### src/rtl/ram_arb2_if.sv
// rtl/ram_arb2_if.sv - bus bundle between two masters, the arbiter and the RAM port
//
// Purpose: groups both master req/ack handshakes and the RAM-side signals.
// Modports:
//   slave  - arbiter view: takes master requests and RAM read data,
//            drives acks, master read data, RAM address/data/write enable, busy.
//   master - environment view (masters + RAM): the mirror image.
interface ram_arb2_if #(
  parameter int CAddrLen = 8,
  parameter int CDataLen = 8
);
  logic                AReq0;
  logic                AWr0;
  logic [CAddrLen-1:0] AAddr0;
  logic [CDataLen-1:0] AMosi0;
  logic                AAck0;
  logic [CDataLen-1:0] AMiso0;

  logic                AReq1;
  logic                AWr1;
  logic [CAddrLen-1:0] AAddr1;
  logic [CDataLen-1:0] AMosi1;
  logic                AAck1;
  logic [CDataLen-1:0] AMiso1;

  logic [CAddrLen-1:0] ARamAddrWr;
  logic [CAddrLen-1:0] ARamAddrRd;
  logic [CDataLen-1:0] ARamMosi;
  logic                ARamWrEn;
  logic [CDataLen-1:0] ARamMiso;
  logic                ABusy;

  modport slave (
    input  AReq0, AWr0, AAddr0, AMosi0,
    output AAck0, AMiso0,
    input  AReq1, AWr1, AAddr1, AMosi1,
    output AAck1, AMiso1,
    output ARamAddrWr, ARamAddrRd, ARamMosi, ARamWrEn,
    input  ARamMiso,
    output ABusy
  );

  modport master (
    output AReq0, AWr0, AAddr0, AMosi0,
    input  AAck0, AMiso0,
    output AReq1, AWr1, AAddr1, AMosi1,
    input  AAck1, AMiso1,
    input  ARamAddrWr, ARamAddrRd, ARamMosi, ARamWrEn,
    output ARamMiso,
    input  ABusy
  );
endinterface

### src/rtl/ram_arb2.sv
// rtl/ram_arb2.sv - two-master round-robin arbiter and sequencer for the peripheral RAM port
//
// Purpose: grants one of two req/ack masters access to a single RAM, drives the
// RAM address/data/write enable, waits CRdLat enabled cycles for read data and
// returns it to the granted master with a one-cycle ack.
// Ports:
//   AClkH    - clock, rising edge
//   AResetHN - asynchronous active-low reset
//   AClkHEn  - clock enable; all state holds while 0
//   bus      - ram_arb2_if.slave: master 0/1 handshakes, RAM port, ABusy
module ram_arb2 #(
  parameter int CAddrLen = 8,
  parameter int CDataLen = 8,
  parameter int CRdLat   = 1
) (
  input  logic       AClkH,
  input  logic       AResetHN,
  input  logic       AClkHEn,
  ram_arb2_if.slave  bus
);

  typedef enum logic [1:0] {
    S_IDLE,
    S_ISSUE,
    S_WAIT,
    S_ACK
  } state_t;

  state_t              r_state;
  state_t              w_next;
  logic                r_ptr;     // 0: master 0 preferred on a tie
  logic                r_gnt;     // granted master of the current transaction
  logic                r_wr;
  logic [CAddrLen-1:0] r_addr;
  logic [CDataLen-1:0] r_mosi;
  logic [CDataLen-1:0] r_miso0;
  logic [CDataLen-1:0] r_miso1;
  logic [1:0]          r_cnt;
  logic                w_grant;
  logic                w_sel;

  always_ff @(posedge AClkH or negedge AResetHN) begin
    if (!AResetHN) begin
      r_state <= S_IDLE;
      r_ptr   <= 1'b0;
      r_gnt   <= 1'b0;
      r_wr    <= 1'b0;
      r_addr  <= '0;
      r_mosi  <= '0;
      r_miso0 <= '0;
      r_miso1 <= '0;
      r_cnt   <= 2'd0;
    end else if (AClkHEn) begin
      r_state <= w_next;
      if (w_grant) begin
        r_gnt  <= w_sel;
        r_wr   <= w_sel ? bus.AWr1   : bus.AWr0;
        r_addr <= w_sel ? bus.AAddr1 : bus.AAddr0;
        r_mosi <= w_sel ? bus.AMosi1 : bus.AMosi0;
      end
      if (r_state == S_ISSUE) begin
        r_cnt <= 2'(CRdLat);
      end else if (r_state == S_WAIT) begin
        r_cnt <= r_cnt - 2'd1;
      end
      // Sampling on the count of 1 puts the capture CRdLat edges after Issue.
      if (r_state == S_WAIT && r_cnt == 2'd1) begin
        if (r_gnt) begin
          r_miso1 <= bus.ARamMiso;
        end else begin
          r_miso0 <= bus.ARamMiso;
        end
      end
      if (r_state == S_ACK) begin
        r_ptr <= ~r_gnt;
      end
    end
  end

  always_comb begin
    w_next  = r_state;
    w_grant = 1'b0;
    w_sel   = r_gnt;
    case (r_state)
      S_IDLE: begin
        if (bus.AReq0 || bus.AReq1) begin
          w_grant = 1'b1;
          w_sel   = (bus.AReq0 && bus.AReq1) ? r_ptr : bus.AReq1;
          w_next  = S_ISSUE;
        end
      end
      S_ISSUE: w_next = r_wr ? S_ACK : S_WAIT;
      S_WAIT:  if (r_cnt == 2'd1) w_next = S_ACK;
      S_ACK:   w_next = S_IDLE;
      default: w_next = S_IDLE;
    endcase
  end

  // RAM address/data come straight from the latch registers, so they hold
  // their last values between transactions. Write enable and ack decode the
  // state, so an asynchronous reset removes them immediately.
  always_comb begin
    bus.ARamAddrWr = r_addr;
    bus.ARamAddrRd = r_addr;
    bus.ARamMosi   = r_mosi;
    bus.ARamWrEn   = (r_state == S_ISSUE) && r_wr;
    bus.AAck0      = (r_state == S_ACK) && !r_gnt;
    bus.AAck1      = (r_state == S_ACK) && r_gnt;
    bus.AMiso0     = r_miso0;
    bus.AMiso1     = r_miso1;
    bus.ABusy      = (r_state != S_IDLE);
  end

endmodule

### src/flat_wrapper.sv
// flat-port wrapper written by rule: the top's interface ports become plain ports
module ram_arb2_flat 
#(
  parameter int CAddrLen = 8,
  parameter int CDataLen = 8,
  parameter int CRdLat   = 1
)
  (AClkH, AResetHN, AClkHEn, bus_AReq0, bus_AWr0, bus_AAddr0, bus_AMosi0, bus_AAck0, bus_AMiso0, bus_AReq1, bus_AWr1, bus_AAddr1, bus_AMosi1, bus_AAck1, bus_AMiso1, bus_ARamAddrWr, bus_ARamAddrRd, bus_ARamMosi, bus_ARamWrEn, bus_ARamMiso, bus_ABusy);
  ram_arb2_if #(.CAddrLen(CAddrLen), .CDataLen(CDataLen)) bus_i ();
  input  logic AClkH;
  input  logic AResetHN;
  input  logic AClkHEn;
  input wire logic [$bits(bus_i.AReq0)-1:0] bus_AReq0;
  input wire logic [$bits(bus_i.AWr0)-1:0] bus_AWr0;
  input wire logic [$bits(bus_i.AAddr0)-1:0] bus_AAddr0;
  input wire logic [$bits(bus_i.AMosi0)-1:0] bus_AMosi0;
  output wire logic [$bits(bus_i.AAck0)-1:0] bus_AAck0;
  output wire logic [$bits(bus_i.AMiso0)-1:0] bus_AMiso0;
  input wire logic [$bits(bus_i.AReq1)-1:0] bus_AReq1;
  input wire logic [$bits(bus_i.AWr1)-1:0] bus_AWr1;
  input wire logic [$bits(bus_i.AAddr1)-1:0] bus_AAddr1;
  input wire logic [$bits(bus_i.AMosi1)-1:0] bus_AMosi1;
  output wire logic [$bits(bus_i.AAck1)-1:0] bus_AAck1;
  output wire logic [$bits(bus_i.AMiso1)-1:0] bus_AMiso1;
  output wire logic [$bits(bus_i.ARamAddrWr)-1:0] bus_ARamAddrWr;
  output wire logic [$bits(bus_i.ARamAddrRd)-1:0] bus_ARamAddrRd;
  output wire logic [$bits(bus_i.ARamMosi)-1:0] bus_ARamMosi;
  output wire logic [$bits(bus_i.ARamWrEn)-1:0] bus_ARamWrEn;
  input wire logic [$bits(bus_i.ARamMiso)-1:0] bus_ARamMiso;
  output wire logic [$bits(bus_i.ABusy)-1:0] bus_ABusy;
  assign bus_i.AReq0 = bus_AReq0;
  assign bus_i.AWr0 = bus_AWr0;
  assign bus_i.AAddr0 = bus_AAddr0;
  assign bus_i.AMosi0 = bus_AMosi0;
  assign bus_AAck0 = bus_i.AAck0;
  assign bus_AMiso0 = bus_i.AMiso0;
  assign bus_i.AReq1 = bus_AReq1;
  assign bus_i.AWr1 = bus_AWr1;
  assign bus_i.AAddr1 = bus_AAddr1;
  assign bus_i.AMosi1 = bus_AMosi1;
  assign bus_AAck1 = bus_i.AAck1;
  assign bus_AMiso1 = bus_i.AMiso1;
  assign bus_ARamAddrWr = bus_i.ARamAddrWr;
  assign bus_ARamAddrRd = bus_i.ARamAddrRd;
  assign bus_ARamMosi = bus_i.ARamMosi;
  assign bus_ARamWrEn = bus_i.ARamWrEn;
  assign bus_i.ARamMiso = bus_ARamMiso;
  assign bus_ABusy = bus_i.ABusy;
  ram_arb2 #(.CAddrLen(CAddrLen), .CDataLen(CDataLen), .CRdLat(CRdLat)) u_core (.AClkH(AClkH), .AResetHN(AResetHN), .AClkHEn(AClkHEn), .bus(bus_i));
endmodule
### config.mk
export PLATFORM = sky130hd
export DESIGN_NAME = ram_arb2_flat
export DESIGN_NICKNAME = d
export VERILOG_FILES = /design/src/rtl/ram_arb2_if.sv /design/src/rtl/ram_arb2.sv /design/src/flat_wrapper.sv
export SDC_FILE = /design/constraint.sdc
export NUM_CORES = 1
export LEC_CHECK = 0
export CAP_MARGIN = 15
export CORE_UTILIZATION = 40
export DETAILED_ROUTE_END_ITERATION = 10
export GPL_TIMING_DRIVEN = 0
export PLACE_DENSITY = 0.77
export SLEW_MARGIN = 20
export SYNTH_ARGS = -nofsm -noshare
export SYNTH_HDL_FRONTEND = slang
export SYNTH_SLANG_ARGS = --single-unit
### constraint.sdc
create_clock -name AClkH -period 2.05 [get_ports AClkH]
set_input_delay 0.615 -clock AClkH [delete_from_list [all_inputs] [get_ports AClkH]]
set_output_delay 0.615 -clock AClkH [all_outputs]
set_load 0.1 [all_outputs]
==> key figures, run 1 <==
Critical path
  – FF-to-FF Start: u_core.r_state[0]
  – CP arrival: 1.37 ns
  – R2r endpoint: u_core.r_state[1]
  – Type of origin of the critical path: flop
  – Critical path class: flop to output pin
  – Crit path required time: 1.43 ns
  – Worst-path fanout max: 4
  – CP Capture Type: output pin
  – Reg2Reg Depth: 8
  – Reg2reg setup slack: 0.12 ns

Layout
  – Number of diodes: 0
  – Layout Cells excl Fill: 354
  – Final instance area: 0.00328 mm2
  – Share of layout cells above drive strength 1: 37.3%
  – Area growth from synthesis to layout: 56.5%
  – Nets@finish: 339

Place
  – Pre-CTS setup slack: -0.577 ns
  – Placer Congestion: 0.772
  – PortBufs: 89
  – DP Wirelength: 3790 um
  – Cell Area, Placed: 0.00308 mm2
  – Cells after DPL: 343

Floorplan
  – Die area: 0.00553 mm2
  – Die width: 74.3 um
  – Rows: 25
  – Core box area: 0.00488 mm2
  – Die Ht: 74.3 um
  – Ports: 91
  – Initial Util: 42.9%

Logic synthesis
  – Mapped Nets: 239
  – EDFF count, synth: 0
  – Yosys reg bits: 39
  – Synth top area share: 46.6%
  – Sequential fraction of the synthesis area: 46.6%
  – Netlist Area Pre-Place: 0.00209 mm2
  – Syn Area/Cell: 11.3 um2
  – Post-synth ARST share: 100%
  – Main flop type after synthesis: dfrtp_1
  – Cell variety after synth: 29
  – Synth top area cells: dfrtp_1 (47%), o211ai_1 (12%), mux2_2 (9.1%)
  – Cells after synthesis: 186
  – Post-synth top area cell: dfrtp_1
  – Most instantiated cells after synthesis: dfrtp_1 (39), o211ai_1 (33), a31oi_1 (18)
  – YS warnings: 0
  – Top-count cell post-synth: dfrtp_1

Clock network
  – Root buf cell: clkbuf_8
  – Clk buf depth: 2
  – H-tree depth: 2
  – Clk_lat worst skew: 0.30 ns
  – TritonCTS Buffers: 5
  – Clock slew at reported path FFs: 0.08 ns
  – CTS Sinks: 39
  – CTS tree: built

STA
  – Max-slew violations: 0
  – Fmax achieved: 505 MHz
  – Endpoints failing setup: 0
  – Fin. Hold Viols: 0
  – RSZ-0062 raised after global routing: no
  – Min cycle time layout: 1.98 ns
  – Period utilization: 96.6%
  – Final WS setup: 0.0693 ns
  – Final clock skew: 0.00597 ns
  – Worst-Margin Slew: 0.565 ns
  – Max-Slew Margin vs Limit: 62.5%

Detailed routing
  – Antenna viol nets, final: 0
  – TritonRoute pass-1 iters: 4
  – Vias per cell: 5.15
  – DRC viols: 0
  – Routed via count: 1824
  – WL final: 5290 um
  – DR iter-0 viols: 69
  – Mean routed wirelength per cell: 14.9 um

Global routing
  – First-pass GRT wire length: 8120 um
  – Remaining global-route overflow: 0
  – Initial antenna violation count: 0
  – Vias in the first global route: 1783
  – Gr usage total: 19.6%
  – Largest net degree at the start of global routing: 30

Worst hold path
  – Worst hold path class: input pin to asynchronous set/reset pin

Status
  – Outcome: finished, final reports clean

Flow run
  – Max Cap Viol: 0
==> cells by family (layout without fill, tap and decap cells) <==
kind of cell	count (synthesis)	after routing	synth area share, %
AO/OA/AOI/OAI	60	60	21.4
adder cells (fa/ha/maj)	6	6	3.59
buffers and inverters	28	129	9.74
flip-flops	39	39	46.6
multiplexers	18	18	9.68
AND/OR/NAND/NOR	35	35	8.97
==> metal layers <==
metal	vias up	global-route usage (%)	part of all wire, %
met2	84	33.7	47
met1	848	22.7	41
met5	-	0	0
met3	7	7.05	10
li1	885	-	-
met4	0	6.29	1.0
==> sequential cells by signal, indices dropped and copies added (netlist names), named ones only <==
signal                 count
u_core.bus.AMiso0          8
u_core.bus.AMiso1          8
u_core.bus.ARamAddrRd      8
u_core.bus.ARamMosi        8
u_core.r_cnt               2
u_core.r_ptr               1
u_core.r_state             2
u_core.r_wr                1
==> layout by cell type (no fill, tap or decap), types with 2 or more instances in the layout <==
cell / synthesis / layout
clkdlybuf4s15_2: 0 / 40
inv_1: 5 / 3
buf_12: 0 / 3
nand2b_1: 3 / 3
o211ai_1: 33 / 33
clkbuf_8: 1 / 6
clkdlybuf4s50_1: 0 / 44
and2b_1: 2 / 2
nand2_1: 3 / 3
buf_2: 5 / 6
a31oi_1: 18 / 18
o21ai_0: 2 / 2
mux2_2: 17 / 17
buf_6: 5 / 6
clkinvlp_4: 0 / 2
ha_1: 6 / 4
dfrtp_1: 39 / 39
nor2_1: 17 / 17
nand3b_1: 2 / 2
ha_2: 0 / 2
and2_1: 3 / 2
buf_4: 12 / 16
nand4_2: 2 / 2
==> stage by stage <==
step	setup TNS [ns]	hold WS, ns	util (%)
6_report	0	0.184	67.2
5_1_grt	0	0.192	67.2
4_1_cts	0	0.181	66.6
3_5_place_dp	-4.73	0.480	63.2
3_3_place_gp	-29.94	0.474	62.9
2_1_floorplan	0	0.319	-
==> critical path, stage by stage, from the launching register on <==
cell     delay [ns]
dfrtp_1        0.38
buf_4          0.15
inv_4          0.06
ha_2           0.17
buf_6          0.11
inv_2          0.04
buf_12         0.15
==> how the worst max path moves through the flow <==
stage / to / from / slack, ns / cells past startpoint
6_report: bus_ABusy / u_core.r_state[0] / 0.07 / 6
3_5_place_dp: bus_ABusy / u_core.r_state[0] / -0.58 / 5
2_1_floorplan: bus_ARamWrEn / u_core.r_state[1] / 0.03 / 3
4_1_cts: bus_ABusy / u_core.r_state[0] / 0.02 / 6
5_1_grt: bus_ABusy / u_core.r_state[0] / 0.002 / 6
3_3_place_gp: u_core.bus.AMiso1[6] / AResetHN / -0.65 / 1
==> what timing repair did <==
action                                  in CTS  in global routing
endpoints found under the setup margin      44                  2
resized for setup                          153                  4
hold buffers                                 0                  0
setup buffers                                1                  2
==> final cells by class <==
cell class | count | area (um2)
timing repair buffer | 93 | 993
multi-input combinational | 119 | 921
fill | 402 | 1600
buffer | 23 | 189
tap | 67 | 83.8
inverter | 5 | 21.3
clock buffer | 5 | 68.8
clock inverter | 3 | 23.8
sequential | 39 | 976
Power of run 1 is not shown: default switching activity piles up to over one toggle a cycle in this logic, so the estimate is an artifact.
==> run 2: changes to the inputs <==
--- a/config.mk
+++ b/config.mk
@@ -5,11 +5,10 @@
 export SDC_FILE = /design/constraint.sdc
 export NUM_CORES = 1
 export LEC_CHECK = 0
-export CAP_MARGIN = 15
-export CORE_UTILIZATION = 40
+export CORE_UTILIZATION = 42
 export DETAILED_ROUTE_END_ITERATION = 10
 export GPL_TIMING_DRIVEN = 0
-export PLACE_DENSITY = 0.77
+export PLACE_DENSITY = 0.8
 export SLEW_MARGIN = 20
 export SYNTH_ARGS = -nofsm -noshare
 export SYNTH_HDL_FRONTEND = slang
==> run 2 against run 1 <==
Compared with the run above:
- final cell count decreased by 0.28%
- first-iteration DRC count increased by 20%
- global-route usage increased by 1.7 points
- clock skew about the same
- via count increased by 0.49%
- clock-buffer cell count unchanged
- die area decreased by 4.6%
- fmax decreased by 0.95%
- critical endpoint is now bus_ARamWrEn
- highest routed layer unchanged
==> key figures, run 2 (synthesized netlist as in run 1, its figures left out) <==
Status
  – Outcome: finished, final reports clean

Layout
  – Commonest non-fill, non-tap cells in the layout: clkdlybuf4s50_1 (44), clkdlybuf4s15_2 (40), dfrtp_1 (39)
  – Share of layout cells above drive strength 1: 36.7% (-0.57 points)
  – Nets@finish: 338 (-0.29%)
  – Fillers: 357 (-11%)
  – Layout Cells excl Fill: 353 (-0.28%)
  – Fin util: 68.8% (+1.6 points)
  – Number of diodes: 0 (unchanged)
  – Area growth from synthesis to layout: 56.2%
  – Leading cell type in the layout, fill and taps excluded: clkdlybuf4s50_1

Global routing
  – First-pass GRT wire length: 8410 um (+3.6%)
  – GRT met2 Usage: 38.0% (+4.3 points)
  – Gr usage total: 21.2% (+1.7 points)
  – Remaining global-route overflow: 0 (unchanged)
  – Top Usage Layer GRT: met2
  – Initial antenna violation count: 0 (unchanged)
  – Largest net degree at the start of global routing: 29 (-3.3%)
  – Vias in the first global route: 1799 (+0.90%)
  – Met1 Use GR: 24.1% (+1.4 points)
  – Grt met3 use: 5.66% (-1.4 points)

Critical path
  – Worst-path fanout max: 3 (-1)
  – Max stage delay on crit path: 0.41 ns (+0.03 ns)
  – Type of origin of the critical path: flop
  – Slowest library cell on the worst path: dfrtp_1
  – CP arrival: 1.38 ns (about the same)
  – Critical path, cell by cell: buf_4 > ha_1 > and2_4 > buf_12
  – CP Capture Type: output pin
  – Reg2reg setup slack: 0.23 ns (+0.11 ns)
  – Critical path class: flop to output pin
  – Buf/Inv on CP: 2 (-3)
  – CP delay by family, top: flip-flops
  – Crit path required time: 1.43 ns (about the same)

Clock network
  – CTS Sinks: 39 (unchanged)
  – H-tree depth: 2 (unchanged)
  – CTS tree: built
  – Root buf cell: clkbuf_8
  – Clk buf depth: 2 (unchanged)
  – Clk_lat worst skew: 0.30 ns (about the same)
  – Clock slew at reported path FFs: 0.08 ns (about the same)
  – TritonCTS Buffers: 5 (unchanged)

STA
  – Final clock skew: 0.00575 ns (-0.000214 ns)
  – Worst-Margin Slew: 0.558 ns (-0.00758 ns)
  – Min cycle time layout: 2.00 ns (+0.0190 ns)
  – Max-Slew Margin vs Limit: 63.0% (+0.50 points)
  – Fmax achieved: 500 MHz (-0.95%)
  – Fin. Hold Viols: 0 (unchanged)
  – Endpoints failing setup: 0 (unchanged)
  – Period utilization: 97.5% (+0.93 points)
  – RSZ-0062 raised after global routing: no
  – Max-slew violations: 0 (unchanged)

Place
  – Cells after DPL: 343 (unchanged)
  – PortBufs: 89 (unchanged)
  – Placer Congestion: 0.802 (+3.9%)
  – DP Wirelength: 3970 um (+4.7%)

Flow run
  – Max Cap Viol: 0 (unchanged)

Floorplan
  – Initial Util: 44.0% (+1.1 points)
  – Die area: 0.00527 mm2 (-4.6%)
  – Die width: 72.6 um (-2.3%)
  – Core box area: 0.00475 mm2 (-2.6%)
  – Ports: 91 (unchanged)
  – Die Ht: 72.6 um (-2.3%)
  – Rows: 25 (unchanged)

Detailed routing
  – WL final: 5440 um (+2.9%)
  – Antenna viol nets, final: 0 (unchanged)
  – Mean routed wirelength per cell: 15.4 um (+3.2%)
  – DRC viols: 0 (unchanged)
  – Vias per cell: 5.19 (+0.78%)
  – Routed via count: 1833 (+0.49%)
  – DR iter-0 viols: 83 (+20%)
  – TritonRoute pass-1 iters: 4 (unchanged)

Worst hold path
  – Worst hold path class: input pin to asynchronous set/reset pin
==> run 2: routing by layer <==
metal | vias to the layer above | wire, um | share of wire [%]
met2 | 78 | 2700 | 50
met5 | - | 0 | 0
met4 | 0 | 90 | 1.7
met3 | 9 | 416 | 7.6
li1 | 882 | - | -
met1 | 864 | 2240 | 41
==> run 2: layout make-up <==
type / count / area (um2) / area share [%]
buffer: 23 / 189 / 5.78
clock buffer: 5 / 68.8 / 2.10
clock inverter: 3 / 23.8 / 0.727
inverter: 5 / 18.8 / 0.574
multi-input combinational: 119 / 916 / 28.0
sequential: 39 / 976 / 29.9
tap: 67 / 83.8 / 2.56
timing repair buffer: 92 / 993 / 30.4
==> run 2: through the flow <==
stage	worst slack (ns)	cell area [um2]	TNS [ns]	hold WS, ns
2_1_floorplan	0.0316	2090	0	0.319
3_3_place_gp	-0.609	3070	-28.15	0.470
3_5_place_dp	-0.609	3080	-4.91	0.479
4_1_cts	0.0115	3240	0	0.189
5_1_grt	0.0163	3270	0	0.199
6_report	0.0503	3270	0	0.182
==> run 2: final timing paths <==
kind                                         from                       end  cells past startpoint
worst max-delay path            u_core.r_state[0]              bus_ARamWrEn                      4
worst min-delay path                     AResetHN  u_core.bus.ARamAddrRd[6]                      1
worst max register to register  u_core.r_state[1]         u_core.r_state[1]                      6
worst min register to register    u_core.r_cnt[1]           u_core.r_cnt[1]                      2
max in group asynchronous                AResetHN      u_core.bus.AMiso1[0]                      2
min in group AClkH                u_core.r_cnt[1]           u_core.r_cnt[1]                      2
==> run 2: timing repair <==
| action | CTS | global route |
|---|---|---|
| setup endpoints to repair | 44 | 3 |
| gates resized for setup | 153 | 4 |
| setup buffers | 0 | 2 |
| hold buffers | 0 | 0 |
==> run 2: worst register-to-register path, cell delays in order (launching register included) <==
cell and delay, ns:
dfrtp_1 0.43, inv_2 0.10, ha_1 0.17, buf_6 0.14
or3b_1 0.39, nand3_1 0.15, mux2_1 0.33
Power of run 2 is left out for the same reason.
==> run 3: changes to the inputs <==
--- a/config.mk
+++ b/config.mk
@@ -8,8 +8,8 @@
 export CORE_UTILIZATION = 42
 export DETAILED_ROUTE_END_ITERATION = 10
 export GPL_TIMING_DRIVEN = 0
-export PLACE_DENSITY = 0.8
-export SLEW_MARGIN = 20
+export PLACE_DENSITY = 0.92
+export SLEW_MARGIN = 15
 export SYNTH_ARGS = -nofsm -noshare
 export SYNTH_HDL_FRONTEND = slang
 export SYNTH_SLANG_ARGS = --single-unit
==> run 3 against run 2 <==
Compared with the run above:
- sequential cell count did not move
- die area did not move
- clock skew fell by 0.0017 ns
- first-iteration DRC count rose by 13%
- global-route usage fell by 1.5 points
- utilization fell by 0.26 points
- sequential share of layout area rose by 0.11 points
- cell area fell by 0.38%
- routed wire length fell by 7.8%
- hold slack improved by 0.10 ns
==> key figures, run 3 (synthesized netlist as in run 1, its figures left out) <==
Global routing
  – Initial antenna violation count: 0 (unchanged)
  – Gr usage total: 19.7% (-1.5 points)
  – First-pass GRT wire length: 8090 um (-3.9%)
  – Largest net degree at the start of global routing: 22 (-24%)
  – Remaining global-route overflow: 0 (unchanged)
  – Vias in the first global route: 1814 (+0.83%)

Floorplan
  – Core box area: 0.00475 mm2 (unchanged)
  – Die area: 0.00527 mm2 (unchanged)
  – Ports: 91 (unchanged)
  – Die Ht: 72.6 um (unchanged)
  – Initial Util: 44.0% (unchanged)
  – Die width: 72.6 um (unchanged)
  – Rows: 25 (unchanged)

STA
  – Max-slew violations: 0 (unchanged)
  – Hold Slack: 0.282 ns (+0.0999 ns)
  – Max-Slew Margin vs Limit: 63.1% (about the same)
  – Fin. Hold Viols: 0 (unchanged)
  – Period utilization: 97.5% (about the same)
  – Endpoints failing setup: 0 (unchanged)
  – Worst-Margin Slew: 0.557 ns (-0.000842 ns)
  – Final clock skew: 0.00407 ns (-0.00168 ns)
  – Fmax achieved: 500 MHz (about the same)
  – Min cycle time layout: 2.00 ns (-0.000626 ns)

Detailed routing
  – DR iter-0 viols: 94 (+13%)
  – TritonRoute pass-1 iters: 4 (unchanged)
  – Vias per cell: 5.13 (-1.3%)
  – Antenna viol nets, final: 0 (unchanged)
  – DRC viols: 0 (unchanged)
  – Routed via count: 1810 (-1.3%)
  – WL final: 5020 um (-7.8%)
  – Mean routed wirelength per cell: 14.2 um (-7.8%)

Layout
  – Number of diodes: 0 (unchanged)
  – Commonest non-fill, non-tap cells in the layout: clkdlybuf4s50_1 (44), clkdlybuf4s15_2 (40), dfrtp_1 (39)
  – Multi-input logic area: 916 um2 (unchanged)
  – Sequential cell area: 976 um2 (unchanged)
  – Area growth from synthesis to layout: 55.6%
  – Nets@finish: 338 (unchanged)
  – Fin util: 68.5% (-0.26 points)
  – Share of layout cells above drive strength 1: 36.7% (unchanged)
  – Fillers: 372 (+4.2%)
  – Leading cell type in the layout, fill and taps excluded: clkdlybuf4s50_1

Clock network
  – Clock slew at reported path FFs: 0.07 ns (about the same)
  – Hold Buf Count CTS: 0 (unchanged)
  – Clk buf depth: 2 (unchanged)
  – H-tree depth: 2 (unchanged)
  – Root buf cell: clkbuf_8
  – CTS tree: built
  – Clk_lat worst skew: 0.28 ns (-0.02 ns)
  – CTS Sinks: 39 (unchanged)
  – TritonCTS Buffers: 5 (unchanged)

Critical path
  – Worst-path fanout max: 4 (+1)
  – Reg2Reg Depth: 6 (unchanged)
  – FF-to-FF Start: u_core.r_state[1]
  – Type of origin of the critical path: flop
  – R2r endpoint: u_core.r_state[1]
  – CP arrival: 1.38 ns (about the same)
  – CP Capture Type: output pin
  – Reg2reg setup slack: 0.26 ns (+0.03 ns)
  – Crit path required time: 1.43 ns (about the same)
  – Critical path class: flop to output pin

Place
  – Placer Congestion: 0.752 (-6.3%)
  – PortBufs: 89 (unchanged)
  – DP Wirelength: 3790 um (-4.6%)

Worst hold path
  – Worst hold path class: input pin to asynchronous set/reset pin

Flow run
  – Max Cap Viol: 0 (unchanged)

Status
  – Outcome: finished, final reports clean
run 3: cell count changes in the layout (fill, tap and decap cells not counted):
cell / delta
buf_4: +3
buf_6: -3
buf_16: +1
inv_6: -1
buf_12: -1
clkinv_2: +3
clkinvlp_4: -2
run 3: worst max-delay path by stage:
stage / from / to / slack, ns / cells past startpoint
2_1_floorplan: u_core.r_state[1] / bus_ARamWrEn / 0.03 / 3
3_5_place_dp: u_core.r_state[0] / bus_ABusy / -0.61 / 5
4_1_cts: u_core.r_state[1] / bus_ABusy / 0.00007 / 5
3_3_place_gp: u_core.r_state[0] / bus_ABusy / -0.57 / 5
6_report: u_core.r_state[0] / bus_ARamWrEn / 0.05 / 4
5_1_grt: u_core.r_state[1] / bus_AAck1 / -0.01 / 3
run 3: cell type report:
| class | count | area share (%) |
|---|---|---|
| repair buffers | 92 | 30.5 |
| flip-flops and latches | 39 | 30.0 |
| multi-input cells | 119 | 28.1 |
| plain buffers | 23 | 5.69 |
| well taps | 67 | 2.57 |
| clock buffers | 5 | 2.11 |
| inverters | 5 | 0.576 |
| clock inverters | 3 | 0.461 |
run 3: metrics by stage:
stage	TNS (ns)	setup slack [ns]	std cells	area, um2
finish	0	0.0509	353	3260
floorplan	0	0.0316	186	2090
global route	-0.0259	-0.0138	353	3260
global placement	-24.71	-0.569	342	3070
detailed placement	-4.87	-0.610	343	3090
CTS	0	0.0000706	351	3240
run 3: per-layer routing:
| layer | up-vias | share of wire (%) | global-route usage, % |
|---|---|---|---|
| li1 | 884 | - | - |
| met1 | 862 | 41 | 22.0 |
| met2 | 62 | 53 | 37.5 |
| met3 | 2 | 6.0 | 5.39 |
| met4 | 0 | 0.26 | 3.92 |
| met5 | - | 0 | 0 |
run 3: repair_timing:
| item | 4_1_cts | 5_1_grt |
|---|---|---|
| setup buffers | 0 | 2 |
| gates cloned | 0 | 0 |
| endpoints found under the setup margin | 44 | 2 |
| resized for setup | 152 | 2 |
run 3: critical path: stages (launching register included):
cell	delay, ns
dfrtp_1	0.42
buf_4	0.15
ha_1	0.21
and2_4	0.16
buf_12	0.16
Power of run 3 is left out for the same reason.
